## src/rtl/acc_ctrl_pkg.sv

```systemverilog
// Shared encodings for the accumulator control unit.
// Optional JN support is enabled by defining ACC_CTRL_JN_EN.
package acc_ctrl_pkg;

    localparam int AW = 12;
    localparam int DW = 16;

    localparam logic [3:0] OP_NOP = 4'h0;
    localparam logic [3:0] OP_LDA = 4'h1;
    localparam logic [3:0] OP_ADD = 4'h2;
    localparam logic [3:0] OP_SUB = 4'h3;
    localparam logic [3:0] OP_AND = 4'h4;
    localparam logic [3:0] OP_STA = 4'h5;
    localparam logic [3:0] OP_JMP = 4'h6;
    localparam logic [3:0] OP_JZ  = 4'h7;
    localparam logic [3:0] OP_JN  = 4'h8;
    localparam logic [3:0] OP_HLT = 4'hF;

    typedef enum logic [2:0] {
        ST_IDLE,
        ST_FETCH,
        ST_DECODE,
        ST_OPERAND,
        ST_EXEC,
        ST_STORE,
        ST_HALT
    } state_e;

    typedef enum logic [2:0] {
        ALU_PASS_B = 3'd0,
        ALU_ADD    = 3'd1,
        ALU_SUB    = 3'd2,
        ALU_AND    = 3'd3
    } alu_op_e;

    typedef enum logic [1:0] {
        BR_ALWAYS,
        BR_ZERO,
        BR_NEG
    } br_cond_e;

    typedef struct packed {
        logic     mem_op;
        logic     store;
        logic     branch;
        br_cond_e br_cond;
        logic     halt;
        logic     illegal;
    } op_class_t;

endpackage

```

## src/rtl/acc_ctrl_decode.sv

```systemverilog
// Combinational opcode classifier and ALU function select.
// Opcode 8 (JN) decodes as a branch only when ACC_CTRL_JN_EN is defined.
module acc_ctrl_decode
    import acc_ctrl_pkg::*;
(
    input  logic [3:0] opcode_i,
    output op_class_t  cls_o,
    output alu_op_e    alu_op_o
);

    // Classify opcode; anything unrecognised is illegal and runs as a NOP
    always_comb begin
        cls_o    = '0;
        alu_op_o = ALU_PASS_B;
        case (opcode_i)
            OP_NOP: begin
            end
            OP_LDA: cls_o.mem_op = 1'b1;
            OP_ADD: begin
                cls_o.mem_op = 1'b1;
                alu_op_o     = ALU_ADD;
            end
            OP_SUB: begin
                cls_o.mem_op = 1'b1;
                alu_op_o     = ALU_SUB;
            end
            OP_AND: begin
                cls_o.mem_op = 1'b1;
                alu_op_o     = ALU_AND;
            end
            OP_STA: cls_o.store = 1'b1;
            OP_JMP: begin
                cls_o.branch  = 1'b1;
                cls_o.br_cond = BR_ALWAYS;
            end
            OP_JZ: begin
                cls_o.branch  = 1'b1;
                cls_o.br_cond = BR_ZERO;
            end
`ifdef ACC_CTRL_JN_EN
            OP_JN: begin
                cls_o.branch  = 1'b1;
                cls_o.br_cond = BR_NEG;
            end
`endif
            OP_HLT: cls_o.halt = 1'b1;
            default: cls_o.illegal = 1'b1;
        endcase
    end

endmodule

```

## src/rtl/acc_control_unit.sv

```systemverilog
// Multi-cycle control FSM for a 16-bit accumulator machine.
// Build with ACC_CTRL_JN_EN defined to enable the JN branch.
module acc_control_unit
    import acc_ctrl_pkg::*;
(
    input  logic          clk,
    input  logic          rst,
    input  logic          start,
    input  logic [DW-1:0] mem_rdata,
    input  logic          mem_ready,
    input  logic          acc_zero,
    input  logic          acc_neg,
    output logic [AW-1:0] mem_addr,
    output logic          mem_rd,
    output logic          mem_wr,
    output logic [DW-1:0] operand,
    output logic [2:0]    alu_op,
    output logic          load_acc,
    output logic [AW-1:0] pc,
    output logic          halted,
    output logic          illegal
);

    state_e        state_q, state_d;
    logic [AW-1:0] pc_q, pc_d;
    logic [DW-1:0] ir_q, ir_d;
    logic [DW-1:0] operand_q, operand_d;
    alu_op_e       alu_op_q, alu_op_d;

    op_class_t     cls;
    alu_op_e       dec_alu;
    logic [AW-1:0] ir_addr;
    logic          br_taken;

    assign ir_addr  = ir_q[AW-1:0];
    assign pc       = pc_q;
    assign operand  = operand_q;
    assign alu_op   = alu_op_q;

    acc_ctrl_decode u_decode (
        .opcode_i (ir_q[DW-1:DW-4]),
        .cls_o    (cls),
        .alu_op_o (dec_alu)
    );

    // Resolve branch condition against the accumulator flags
    always_comb begin
        br_taken = 1'b0;
        case (cls.br_cond)
            BR_ALWAYS: br_taken = 1'b1;
            BR_ZERO:   br_taken = acc_zero;
            BR_NEG:    br_taken = acc_neg;
            default:   br_taken = 1'b0;
        endcase
    end

    // Next-state, datapath captures and memory/strobe outputs
    always_comb begin
        state_d   = state_q;
        pc_d      = pc_q;
        ir_d      = ir_q;
        operand_d = operand_q;
        alu_op_d  = alu_op_q;
        mem_addr  = pc_q;
        mem_rd    = 1'b0;
        mem_wr    = 1'b0;
        load_acc  = 1'b0;
        halted    = 1'b0;
        illegal   = 1'b0;
        case (state_q)
            ST_IDLE: begin
                if (start) state_d = ST_FETCH;
            end
            ST_FETCH: begin
                mem_rd = 1'b1;
                if (mem_ready) begin
                    ir_d    = mem_rdata;
                    pc_d    = pc_q + 1'b1;
                    state_d = ST_DECODE;
                end
            end
            ST_DECODE: begin
                state_d = ST_FETCH;
                if (cls.mem_op) begin
                    alu_op_d = dec_alu;
                    state_d  = ST_OPERAND;
                end else if (cls.store) begin
                    state_d = ST_STORE;
                end else if (cls.branch) begin
                    if (br_taken) pc_d = ir_addr;
                end else if (cls.halt) begin
                    state_d = ST_HALT;
                end else begin
                    illegal = cls.illegal;
                end
            end
            ST_OPERAND: begin
                mem_rd   = 1'b1;
                mem_addr = ir_addr;
                if (mem_ready) begin
                    operand_d = mem_rdata;
                    state_d   = ST_EXEC;
                end
            end
            ST_EXEC: begin
                load_acc = 1'b1;
                state_d  = ST_FETCH;
            end
            ST_STORE: begin
                mem_wr   = 1'b1;
                mem_addr = ir_addr;
                if (mem_ready) state_d = ST_FETCH;
            end
            ST_HALT: begin
                halted = 1'b1;
            end
            default: state_d = ST_IDLE;
        endcase
    end

    // State and datapath registers; reset abandons any pending access
    always_ff @(posedge clk or posedge rst) begin
        if (rst) begin
            state_q   <= ST_IDLE;
            pc_q      <= '0;
            ir_q      <= '0;
            operand_q <= '0;
            alu_op_q  <= ALU_PASS_B;
        end else begin
            state_q   <= state_d;
            pc_q      <= pc_d;
            ir_q      <= ir_d;
            operand_q <= operand_d;
            alu_op_q  <= alu_op_d;
        end
    end

endmodule

```

## config.mk

```make
export PLATFORM = sky130hd
export DESIGN_NAME = acc_control_unit
export DESIGN_NICKNAME = d
export VERILOG_FILES = /design/src/rtl/acc_ctrl_pkg.sv /design/src/rtl/acc_ctrl_decode.sv /design/src/rtl/acc_control_unit.sv
export SDC_FILE = /design/constraint.sdc
export NUM_CORES = 1
export LEC_CHECK = 0
export CORE_MARGIN = 4
export CORE_UTILIZATION = 45
export CTS_BUF_LIST = sky130_fd_sc_hd__clkbuf_4
export CTS_CLUSTER_DIAMETER = 100
export DETAILED_ROUTE_END_ITERATION = 16
export PLACE_DENSITY = 0.76
export SLEW_MARGIN = 15
export SYNTH_ARGS = -nofsm -noshare
export SYNTH_HDL_FRONTEND = slang
export SYNTH_SLANG_ARGS = --single-unit
```

## constraint.sdc

```tcl
create_clock -name clk -period 3.23 [get_ports clk]
set_input_delay 0.323 -clock clk [delete_from_list [all_inputs] [get_ports clk]]
set_output_delay 0.323 -clock clk [all_outputs]
set_load 0.05 [all_outputs]
```

# Word-level counts from Yosys, hierarchy flattened
# Cells that the tools add are included.
op_classes:
  div_mod_pow: 0
  shifts: 0
  muxes: 32
  eq_ne: 24
  mul: 0
  n_addsub: 1
  reduce_logical: 13
  n_lt_le_gt_ge: 0
  bitwise: 1
op_table:
  columns: ["op", "n"]
  rows:
  - ["$mux W12", 6]
  - ["$mux W3", 8]
  - ["$pmux W12 S2", 1]
  - ["$pmux W3 S7", 1]
  - ["$eq A4 B3 Y1 const B", 4]
  - ["$ne A2 B2 Y1 const B", 8]
  - ["$mux W1", 13]
  - ["$add A12 B1 Y12 const B", 1]
  - ["$eq A3 B3 Y1 const B", 3]
  - ["$reduce_or A9 Y1", 1]
  - ["$eq A4 B2 Y1 const B", 2]
  - ["$eq A3 B2 Y1 const B", 2]
  - ["$pmux W2 S3", 1]
  - ["$pmux W3 S2", 1]
  - ["$reduce_and A2 Y1", 3]
  - ["$reduce_and A6 Y1", 1]
  - ["$reduce_and A5 Y1", 1]
  - ["$eq A4 B1 Y1 const B", 1]
  - ["$eq A4 B4 Y1 const B", 1]
  - ["$logic_not A4 Y1", 1]
  - ["$reduce_or A2 Y1", 2]
  - ["$reduce_or A4 Y1", 1]
  - ["$eq A3 B1 Y1 const B", 1]
  - ["$logic_not A3 Y1", 1]
  - ["6 further kinds", 6]
totals:
  mem_bits_rw: 0
  output_inout_bits: 48
  wordCells: 76
  memories: 0
  latch_bits: 0
  register_bits: 50
  mem_bits_ro: 0
  input_bits: 22

# Depth between registers and ports, before layout
# Gate-level depths: netlist (run 1).
depth:
  ltp_word: 9
  depth_mapped: 6
  depth_no_buf: 5

# Cells and area by module
# A second synthesis (run 1) with hierarchy kept.
unflattened:
  hier_cells: 273
  hier_area_um2: 2775.2
modules_own_cells:
  columns: ["mod", "seq_area_each_um2", "area_each_um2", "n_inst", "cells_per_inst"]
  rows:
  - ["acc_control_unit", 1251.2, 2667.6, 1, 255]
  - ["acc_ctrl_decode", 0.0, 107.6, 1, 18]

# Least setup slack after synthesis (run 1)
# OpenSTA, ideal clock, no wires.
synth_path:
  path_type: "reg2out"
  from: "reg state_q[2]"
  to: "out load_acc"
  path_stages_with_launch: 3
  required_time_ns: 2.907
  arrival_time_ns: 1.763
  path_buffers: 1
  setup_slack_ns: 1.144
  cell_sequence: "dfrtp_1 > buf_2 > nor3b_1"
synth_via:
  elab_chain_cells: 2
synth_lines:
  columns: ["element", "line", "rtl"]
  rows:
  - ["from (decl)", "acc_control_unit.sv:24", "state_e state_q, state_d;"]
  - ["from (signal assigned)", "acc_control_unit.sv:130", "state_q <= state_d;"]
  - ["$eq A3 B3 Y1", "acc_control_unit.sv:70", "case (state_q)"]
  - ["$mux W1", "acc_control_unit.sv:70", null]
  - ["to (decl)", "acc_control_unit.sv:18", "output logic load_acc,"]
# No other way between the ends.

# Final worst setup path (run 1)
layout_path:
  from: "reg state_q[0]"
  to: "out mem_addr[11]"
layout_via:
  elab_chain_cells: 3
  word_cells_on_any_way: 4
  classes_between: "eq/ne (2); mux (1); reduce/logical (1)"
layout_lines:
  columns: ["element", "line", "rtl"]
  rows:
  - ["$eq A3 B3 Y1 / $eq A3 B2 Y1 (equally long branches)", "acc_control_unit.sv:70", null]
  - ["$reduce_or A2 Y1 (no source line) (*)", null, null]
  - ["$mux W12 (*)", "acc_control_unit.sv:70", null]
  - ["to (decl)", "acc_control_unit.sv:13", "output logic [AW-1:0] mem_addr,"]
# Every way passes the cells marked *; elsewhere a longest branch is shown, timed or not.

==> metrics.sh, run 1 <==
ROUTE.ANTENNA.REMAINING_NETS=0
NETLIST_TOP_CELLS_COUNT='dfrtp_1 (49), mux2_2 (44), a21oi_1 (14)'
SYNTH_ENABLE_FLOP_CELLS=0
CTS_MAX_LEVEL=2
MAXCAPVIOLCOUNT=0
INITIAL_CORE_UTIL=0.468
GPL.FINAL_WEIGHTED_CONGESTION=0.810
SYNTH_TOP_CELL_AREA_SHARE=0.473
CLK_PIN_SLEW_WORST_PATHS_NS=0.15
RESULT_OF_THE_RUN='finished, final reports clean'
FINISH.CELL_COUNT_WITHOUT_FILLERS=358
POST_ROUTE_CELLS_DRIVE_ABOVE_1_SHARE=0.241
POSTCTSHOLDBUFS=0
WORST_EP_REQUIRED_TIME_NS=2.91
SYNTH_ASYNC_SR_FLOP_SHARE=1.00
WORST_SLEW_PIN_SLEW_NS=1.02
CRITICAL_PATH.REG2REG.STARTPOINT='state_q[0]'
NUMCTSBUFFERS=5
PLACEDCELLCOUNT=350
STARTPOINT_TYPE_OF_THE_WORST_SETUP_PATH='register'
CLOCK_INSERTION_DELAY_WORST_SKEW_NS=0.37
CRITICAL_PATH_CELL_SEQUENCE='nand2_1 > mux2_2 > clkdlybuf4s50_1'
CLOCK_SINK_TOTAL=49
SYNTH_FP_NETS=248
FIRST_ITER_VIOLATIONS=62
SYNTH-WARNING-COUNT=0
CRITICAL_PATH_PEAK_FANOUT=13
FINCLKSKEW_NS=0.0104
GROUTE.LAYER.MET2.USAGE=0.286
GRT_START_MAX_NET_PINS=50
FLOORPLAN.DIE_AREA_UM2=7040
DETAILED_PLACEMENT_HPWL_MM=4.04
CLOCK_TREE_FROM_TRITONCTS='yes'
GLOBALROUTETOTALUTIL=0.172
GRT_PASS1_WL_MM=9.78
GRT_ANTENNA_BEFORE_REPAIR=0
PATH_CLASS='register to primary output'
FINAL_PERIOD_MINUS_WORST_SETUP_SLACK_NS=3.02
CLOCK_TREE.ROOT_CELL='clkbuf_4'
CORE.ROWCOUNT=27
SYNTH_TOP_CELLS_BY_AREA='dfrtp_1 (47%), mux2_2 (19%), a21oi_1 (2.7%), buf_6 (1.7%), nor2_1 (1.7%)'
TOTALWIRELENGTH_MM=5.91
MIN_PATH_TYPE='input pin to asynchronous set/reset pin'
YS_TYPES=51
AREA_GROWTH_PCT=30.3
FINAL-SETUP-VIOL-COUNT=0
DIE_WIDTH_UM=83.9
SETUP_TNS_NS=0
SYN_AREA_PER_CELL_UM2=11.5
POST-SYNTH-TOP-COUNT-CELL='dfrtp_1'
DRT_PASS1_ITERATIONS=4
PORTBUFFERS=67
TIMING.FINAL.MAX_SLEW_VIOLATIONS=0
WORST-R2R-CELL-COUNT=5
DR_TOTAL_VIAS=1933
DOMINANTREGCELLSYNTH='dfrtp_1'
TOP_LEVEL_PORTS=70
POSTCTSSETUPREPAIRBUFS=0
SYNTHCELLS=225
CLOCK.FMAX_GHz=0.331
TIMING.CRITICAL_PATH.SLOWEST_CELL_DELAY_NS=0.80
NUMBER_OF_FLIP_FLOPS_AND_LATCHES_IN_THE_SYNTHESIZED_NETLIST=49
ARRIVAL_NS=2.69
GLOBAL_ROUTE.PEAK_USAGE_LAYER='met2'
GLOBALROUTEOVERFLOWTOTAL=0
GLOBAL_ROUTE.USAGE.MET3=0.0444
DETAIL_ROUTE.DRC_VIOLATIONS=0
REGISTER_AREA_SHARE_AFTER_SYNTHESIS=0.473
CP-END-KIND='primary output'
VIA_PER_INST=5.40
CRITPATHSLOWESTCELL='clkdlybuf4s50_1'
FIRST_GLOBAL_VIAS=1977
FLOORPLAN.CORE_AREA_UM2=5540
GRT_SETUP_UNREPAIRED='no'
CRIT-REG2REG-CAPTURE='pc[5]'
CTS_MAX_PATH_BUFFERS=2
GRT_USE_MET1=0.221
TOP_FAMILY_BY_DELAY_ON_CRITICAL_PATH='buffers and inverters'
FINAL.PERIOD_UTILIZATION=0.934
NETLIST_AREA_UM2=2590
SLEW_HEADROOM=0.321
WORSTPATHBUFFERINVERTERCOUNT=1
FP.DIEH_UM=83.9
BIGGEST_AREA_CONSUMER_AMONG_SYNTHESIZED_CELLS='dfrtp_1'
FIN_UTIL=0.610
DIODES=0
WIRE_PER_INST_UM=16.5
HOLD_VIOL=0
FINALNETCOUNT=308
CTS-RESIZED-GATES=0
SETUP_SLACK_REG_TO_REG_NS=1.09
## registers in the layout (all words and copies together) (netlist names)
register,cells
alu_op,2
ir_q,16
operand,16
pc,12
state_q,3
## stage by stage
stage	setup slack [ns]	hold slack [ns]	area [um^2]
floorplan	1.14	0.473	2590
global placement	0.642	0.487	3280
detailed placement	0.624	0.494	3280
CTS	0.177	0.523	3380
global route	0.0981	0.551	3380
finish	0.213	0.486	3380
## placed cells by master (no fill, tap or decap), types with 4 or more instances in the layout
| cell type | instances |
|---|---|
| nand3_1 | 8 |
| inv_1 | 4 |
| buf_4 | 5 |
| nand2_1 | 11 |
| o21ai_0 | 6 |
| clkdlybuf4s50_1 | 66 |
| a21oi_1 | 14 |
| o22ai_1 | 4 |
| nor2_1 | 12 |
| o22a_1 | 5 |
| mux2_2 | 44 |
| clkbuf_4 | 5 |
| a2bb2oi_1 | 4 |
| dfrtp_1 | 49 |
## per-layer routing
metal  share of wire  wire [um]  vias to the layer above
li1                -          -                      946
met1            0.46       2750                      938
met2            0.48       2860                       43
met3           0.042        251                        6
met4          0.0096         57                        0
met5               0          0                        -
## cell type report
cell class,count,area [um^2]
fill,495,2160
multi-input combinational,153,1240
sequential,49,1230
timing repair buffer,71,698
tap,72,90.1
clock inverter,3,65.1
clock buffer,5,37.5
inverter,5,18.8
## worst max-delay path by stage
stage                from            to  slack (ns)  cells after the start
2_1_floorplan  state_q[2]      load_acc        1.14                      2
3_3_place_gp   state_q[0]  mem_addr[11]        0.64                      3
3_5_place_dp   state_q[0]  mem_addr[11]        0.62                      3
4_1_cts        state_q[0]  mem_addr[11]        0.18                      3
5_1_grt        state_q[0]  mem_addr[10]         0.1                      3
6_report       state_q[0]  mem_addr[11]        0.21                      3
## logic make-up (layout without fill, tap and decap cells)
logic type               after synthesis  in the layout  synth area share
AND/OR/NAND/NOR                       56             56             0.131
flip-flops                            49             49             0.473
AO/OA/AOI/OAI                         47             47             0.131
multiplexers                          45             45             0.195
buffers and inverters                 23             84            0.0536
XOR/XNOR                               3              3            0.0101
adder cells (fa/ha/maj)                1              1           0.00483
other                                  1              1           0.00145
Power of run 1 is not shown: default switching activity piles up to over one toggle a cycle in this logic, so the estimate is an artifact.
==> inputs of run 2 (changes only) <==
Settings changed: CTS_BUF_LIST sky130_fd_sc_hd__clkbuf_4 to sky130_fd_sc_hd__clkbuf_16.
==> run 2 against run 1 <==
Die area unchanged; sequential cell count is the same; setup slack improved by 0.12 ns; wire length is 1.4% higher; final area rose by 2.6%; first-iteration DRC count increased by 19%.
==> metrics.sh, run 2 (synthesis results as in run 1) <==
INITIAL_CORE_UTIL=0.468
GLOBALROUTEOVERFLOWTOTAL=0
STARTPOINT_TYPE_OF_THE_WORST_SETUP_PATH='register'
PATH_CLASS='register to primary output'
POSTCTSSETUPREPAIRBUFS=0
MOST_FREQUENT_STANDARD_CELL_IN_THE_LAYOUT_EXCLUDING_FILL_AND_TAP_CELLS='clkdlybuf4s50_1'
VIA_PER_INST=5.55
TIMING.HOLD.WORST_PATH_DEPTH=1
MIN_PATH_TYPE='register to register'
FINCLKSKEW_NS=0.00602
FLOORPLAN.DIE_AREA_UM2=7040
ROUTE.ANTENNA.REMAINING_NETS=0
NUMCTSBUFFERS=5
CRITICAL_PATH_PEAK_FANOUT=13
DETAIL_ROUTE.DRC_VIOLATIONS=0
FP.DIEH_UM=83.9
FINAL_PERIOD_MINUS_WORST_SETUP_SLACK_NS=2.89
MAXCAPVIOLCOUNT=0
CLOCK_SINK_TOTAL=49
WORST_HOLD_PATH.ENDPOINT='operand[3]'
SETUP_SLACK_REG_TO_REG_NS=1.10
CLOCK_TREE_FROM_TRITONCTS='yes'
GRT_PASS1_WL_MM=10.0
GRT_START_MAX_NET_PINS=50
DR_TOTAL_VIAS=1986
WORST-R2R-CELL-COUNT=5
RESULT_OF_THE_RUN='finished, final reports clean'
DETAILED_PLACEMENT_HPWL_MM=4.04
FINALNETCOUNT=308
CORE.ROWCOUNT=27
HOLD_VIOL=0
DIODES=0
CLOCK_INSERTION_DELAY_WORST_SKEW_NS=0.29
CLK_PIN_SLEW_WORST_PATHS_NS=0.07
WORST_SLEW_PIN_SLEW_NS=1.03
SETUP_TNS_NS=0
GRT_ANTENNA_BEFORE_REPAIR=0
CTS_MAX_PATH_BUFFERS=2
FINAL.PERIOD_UTILIZATION=0.896
TOP_LEVEL_PORTS=70
AREA_GROWTH_PCT=33.7
WORST_EP_REQUIRED_TIME_NS=2.91
GLOBALROUTETOTALUTIL=0.175
POSTCTSHOLDBUFS=0
LAYOUT.CELLS.MOST_COMMON_LIST='clkdlybuf4s50_1 (66), dfrtp_1 (49), mux2_2 (44)'
CLOCK_TREE.ROOT_CELL='clkbuf_16'
WIRE_PER_INST_UM=16.7
SLEW_HEADROOM=0.309
DIE_WIDTH_UM=83.9
CP-END-KIND='primary output'
CRIT-REG2REG-CAPTURE='pc[5]'
PORTBUFFERS=67
CLOCK.FMAX_GHz=0.346
POST_ROUTE_CELLS_DRIVE_ABOVE_1_SHARE=0.241
WORSTHOLDSTART='operand[3]'
TOTALWIRELENGTH_MM=5.99
TIMING.FINAL.MAX_SLEW_VIOLATIONS=0
ARRIVAL_NS=2.57
GPL.FINAL_WEIGHTED_CONGESTION=0.810
GRT_SETUP_UNREPAIRED='no'
FLOORPLAN.CORE_AREA_UM2=5540
FIRST_GLOBAL_VIAS=2060
CTS_MAX_LEVEL=2
FIRST_ITER_VIOLATIONS=74
DRT_PASS1_ITERATIONS=4
CTS-RESIZED-GATES=0
FINAL-SETUP-VIOL-COUNT=0
CRITICAL_PATH.REG2REG.STARTPOINT='state_q[0]'
## run 2: final cells by class
type | count | area [um^2]
Tap cell | 72 | 90.1
Timing Repair Buffer | 71 | 698
Clock inverter | 3 | 65.1
Multi-Input combinational cell | 153 | 1240
Inverter | 5 | 18.8
Clock buffer | 5 | 125
Sequential cell | 49 | 1230
Fill cell | 481 | 2070
## run 2: per-layer routing
| metal | vias to the layer above | track usage | part of all wire |
|---|---|---|---|
| met2 | 53 | 0.302 | 0.51 |
| met5 | - | 0 | 0 |
| met4 | 0 | 0.0497 | 0.0045 |
| met3 | 4 | 0.0454 | 0.047 |
| li1 | 948 | - | - |
| met1 | 981 | 0.217 | 0.44 |
## run 2: worst max path at each step
stage,depth (start not counted),startpoint,endpoint,slack (ns)
2_1_floorplan,2,state_q[2],load_acc,1.14
3_3_place_gp,3,state_q[0],mem_addr[11],0.64
3_5_place_dp,3,state_q[0],mem_addr[11],0.62
4_1_cts,3,state_q[0],mem_addr[11],0.30
5_1_grt,3,state_q[0],mem_addr[10],0.23
6_report,3,state_q[0],mem_addr[11],0.34
## run 2: worst max-delay path: stages (launching register included)
cell	delay, ns
dfrtp_1	0.62
nand2_1	0.49
mux2_2	0.38
clkdlybuf4s50_1	0.80
## run 2: per-stage QoR
stage,worst slack [ns],utilization,hold slack [ns],cells,cell area [um^2]
6_report,0.336,0.626,0.503,358,3470
2_1_floorplan,1.14,-,0.473,225,2590
5_1_grt,0.233,0.626,0.532,358,3470
3_5_place_dp,0.624,0.591,0.494,350,3280
3_3_place_gp,0.642,0.591,0.487,350,3280
4_1_cts,0.298,0.626,0.509,358,3470
Power of run 2 is left out for the same reason.
==> inputs of run 3 (changes only) <==
Settings changed: DONT_BUFFER_PORTS from default to 1, PLACE_DENSITY 0.76 to 0.61.
==> run 3 against run 2 <==
Clock skew down 0.0025 ns; first-iteration DRC count up 24%; cell count down 19%; highest routed layer unchanged.
==> metrics.sh, run 3 (synthesis results as in run 1) <==
RESULT_OF_THE_RUN='finished, final reports clean'
GLOBALROUTEOVERFLOWTOTAL=0
CLOCK_TREE_FROM_TRITONCTS='yes'
CLOCK.FMAX_GHz=0.410
FINAL_PERIOD_MINUS_WORST_SETUP_SLACK_NS=2.44
CRITICAL_PATH_PEAK_FANOUT=13
GRT_PASS1_WL_MM=9.43
CRIT-REG2REG-CAPTURE='pc[10]'
ROUTE.ANTENNA.REMAINING_NETS=0
CP-ENDPOINT='mem_addr[5]'
POSTCTSSETUPREPAIRBUFS=0
SLEW_HEADROOM=0.418
CLK_PIN_SLEW_WORST_PATHS_NS=0.06
CTS_MAX_LEVEL=2
INITIAL_CORE_UTIL=0.468
PATH_CLASS='register to primary output'
AREA_GROWTH_PCT=5.79
FLOORPLAN.DIE_AREA_UM2=7040
CRITICAL_PATH_CELL_SEQUENCE='xor2_1 > nand2_1 > mux2_2'
NUMCTSBUFFERS=5
GROUTE.LAYER.MET2.USAGE=0.258
FLOORPLAN.CORE_AREA_UM2=5540
GRT_USE_MET1=0.221
TOTALWIRELENGTH_MM=5.64
PLACEDINSTANCEAREA_UM2=2610
GRT_SETUP_UNREPAIRED='no'
POSTCTSHOLDBUFS=0
TIMING.CRITICAL_PATH.SLOWEST_CELL_DELAY_NS=0.67
SETUP_SLACK_REG_TO_REG_NS=0.96
FP.DIEH_UM=83.9
CORE.ROWCOUNT=27
MAXCAPVIOLCOUNT=0
LAYOUT.CELLS.MOST_COMMON_LIST='dfrtp_1 (49), mux2_2 (44), a21oi_1 (14)'
CLOCK_INSERTION_DELAY_WORST_SKEW_NS=0.28
PORTBUFFERS=0
STARTPOINT_TYPE_OF_THE_WORST_SETUP_PATH='register'
DR_TOTAL_VIAS=1730
TOP_LEVEL_PORTS=70
DIODES=0
GRT_ANTENNA_BEFORE_REPAIR=0
CRIT_PATH_START='state_q[1]'
POST-ROUTE-CELL-AREA_UM2=2740
FIRST_GLOBAL_VIAS=1794
WORST_SLEW_PIN_SLEW_NS=0.872
DRT_PASS1_ITERATIONS=4
SETUP_TNS_NS=0
WORST_EP_REQUIRED_TIME_NS=2.91
GPL.FINAL_WEIGHTED_CONGESTION=0.738
ARRIVAL_NS=2.11
DETAIL_ROUTE.DRC_VIOLATIONS=0
FINALNETCOUNT=240
FINAL.PERIOD_UTILIZATION=0.754
MIN_PATH_TYPE='input pin to asynchronous set/reset pin'
MOST_FREQUENT_STANDARD_CELL_IN_THE_LAYOUT_EXCLUDING_FILL_AND_TAP_CELLS='dfrtp_1'
CTS-RESIZED-GATES=0
TIMING.FINAL.MAX_SLEW_VIOLATIONS=0
CRITICAL_PATH.REG2REG.STARTPOINT='state_q[0]'
WORST-R2R-CELL-COUNT=5
FINAL-SETUP-VIOL-COUNT=0
DIE_WIDTH_UM=83.9
CLOCK_TREE.ROOT_CELL='clkbuf_16'
FINCLKSKEW_NS=0.00353
VIA_PER_INST=5.97
CTS_MAX_PATH_BUFFERS=2
CRITPATHSLOWESTCELL='dfrtp_1'
FIRST_ITER_VIOLATIONS=92
WIRE_PER_INST_UM=19.4
GLOBAL_ROUTE.USAGE.MET3=0.0503
GLOBALROUTETOTALUTIL=0.166
DETAILED_PLACEMENT_HPWL_MM=3.78
GLOBAL_ROUTE.PEAK_USAGE_LAYER='met2'
CLOCK_SINK_TOTAL=49
HOLD_VIOL=0
GRT_START_MAX_NET_PINS=50
POST_ROUTE_CELLS_DRIVE_ABOVE_1_SHARE=0.298
CP-END-KIND='primary output'
[run 3: cell count changes in the layout (fill, tap and decap cells not counted), sizes merged]
| cell | change |
|---|---|
| bufinv | -2 |
| buf | -2 |
| clkdlybuf4s50 | -66 |
| inv | +2 |
[run 3: layer usage]
| layer | vias to the layer above | wire length (um) |
|---|---|---|
| met5 | - | 0 |
| met4 | 0 | 99 |
| met3 | 7 | 351 |
| met2 | 49 | 2580 |
| met1 | 864 | 2600 |
| li1 | 810 | - |
[run 3: worst min-delay path by stage]
stage / end / slack, ns
floorplan: operand[0] / 0.47
detailed placement: operand[7] / 0.48
global route: ir_q[8] / 0.15
global placement: operand[4] / 0.47
CTS: operand[1] / 0.18
finish: ir_q[8] / 0.08
[run 3: worst max-delay path: cells and delay by family, from the launching register on]
family        cells  cell delay (ns)
simple gates      1             0.48
xor+xnor          1             0.13
flops             1             0.67
mux               1             0.54
[run 3: area by class of cell]
class | instances | area [um^2]
fill | 521 | 2800
multi-input combinational | 153 | 1250
sequential | 49 | 1230
clock buffer | 5 | 125
tap | 72 | 90.1
timing repair buffer | 3 | 22.5
inverter | 5 | 20.0
clock inverter | 3 | 11.3
[run 3: metrics by stage]
step | utilization | instances | hold slack, ns | worst slack (ns)
6_report | 0.495 | 290 | 0.0751 | 0.793
5_1_grt | 0.495 | 290 | 0.147 | 0.640
4_1_cts | 0.495 | 290 | 0.177 | 0.750
3_5_place_dp | 0.470 | 282 | 0.477 | 0.955
3_3_place_gp | 0.470 | 282 | 0.474 | 0.981
2_1_floorplan | - | 225 | 0.473 | 1.14
Power of run 3 is left out for the same reason.
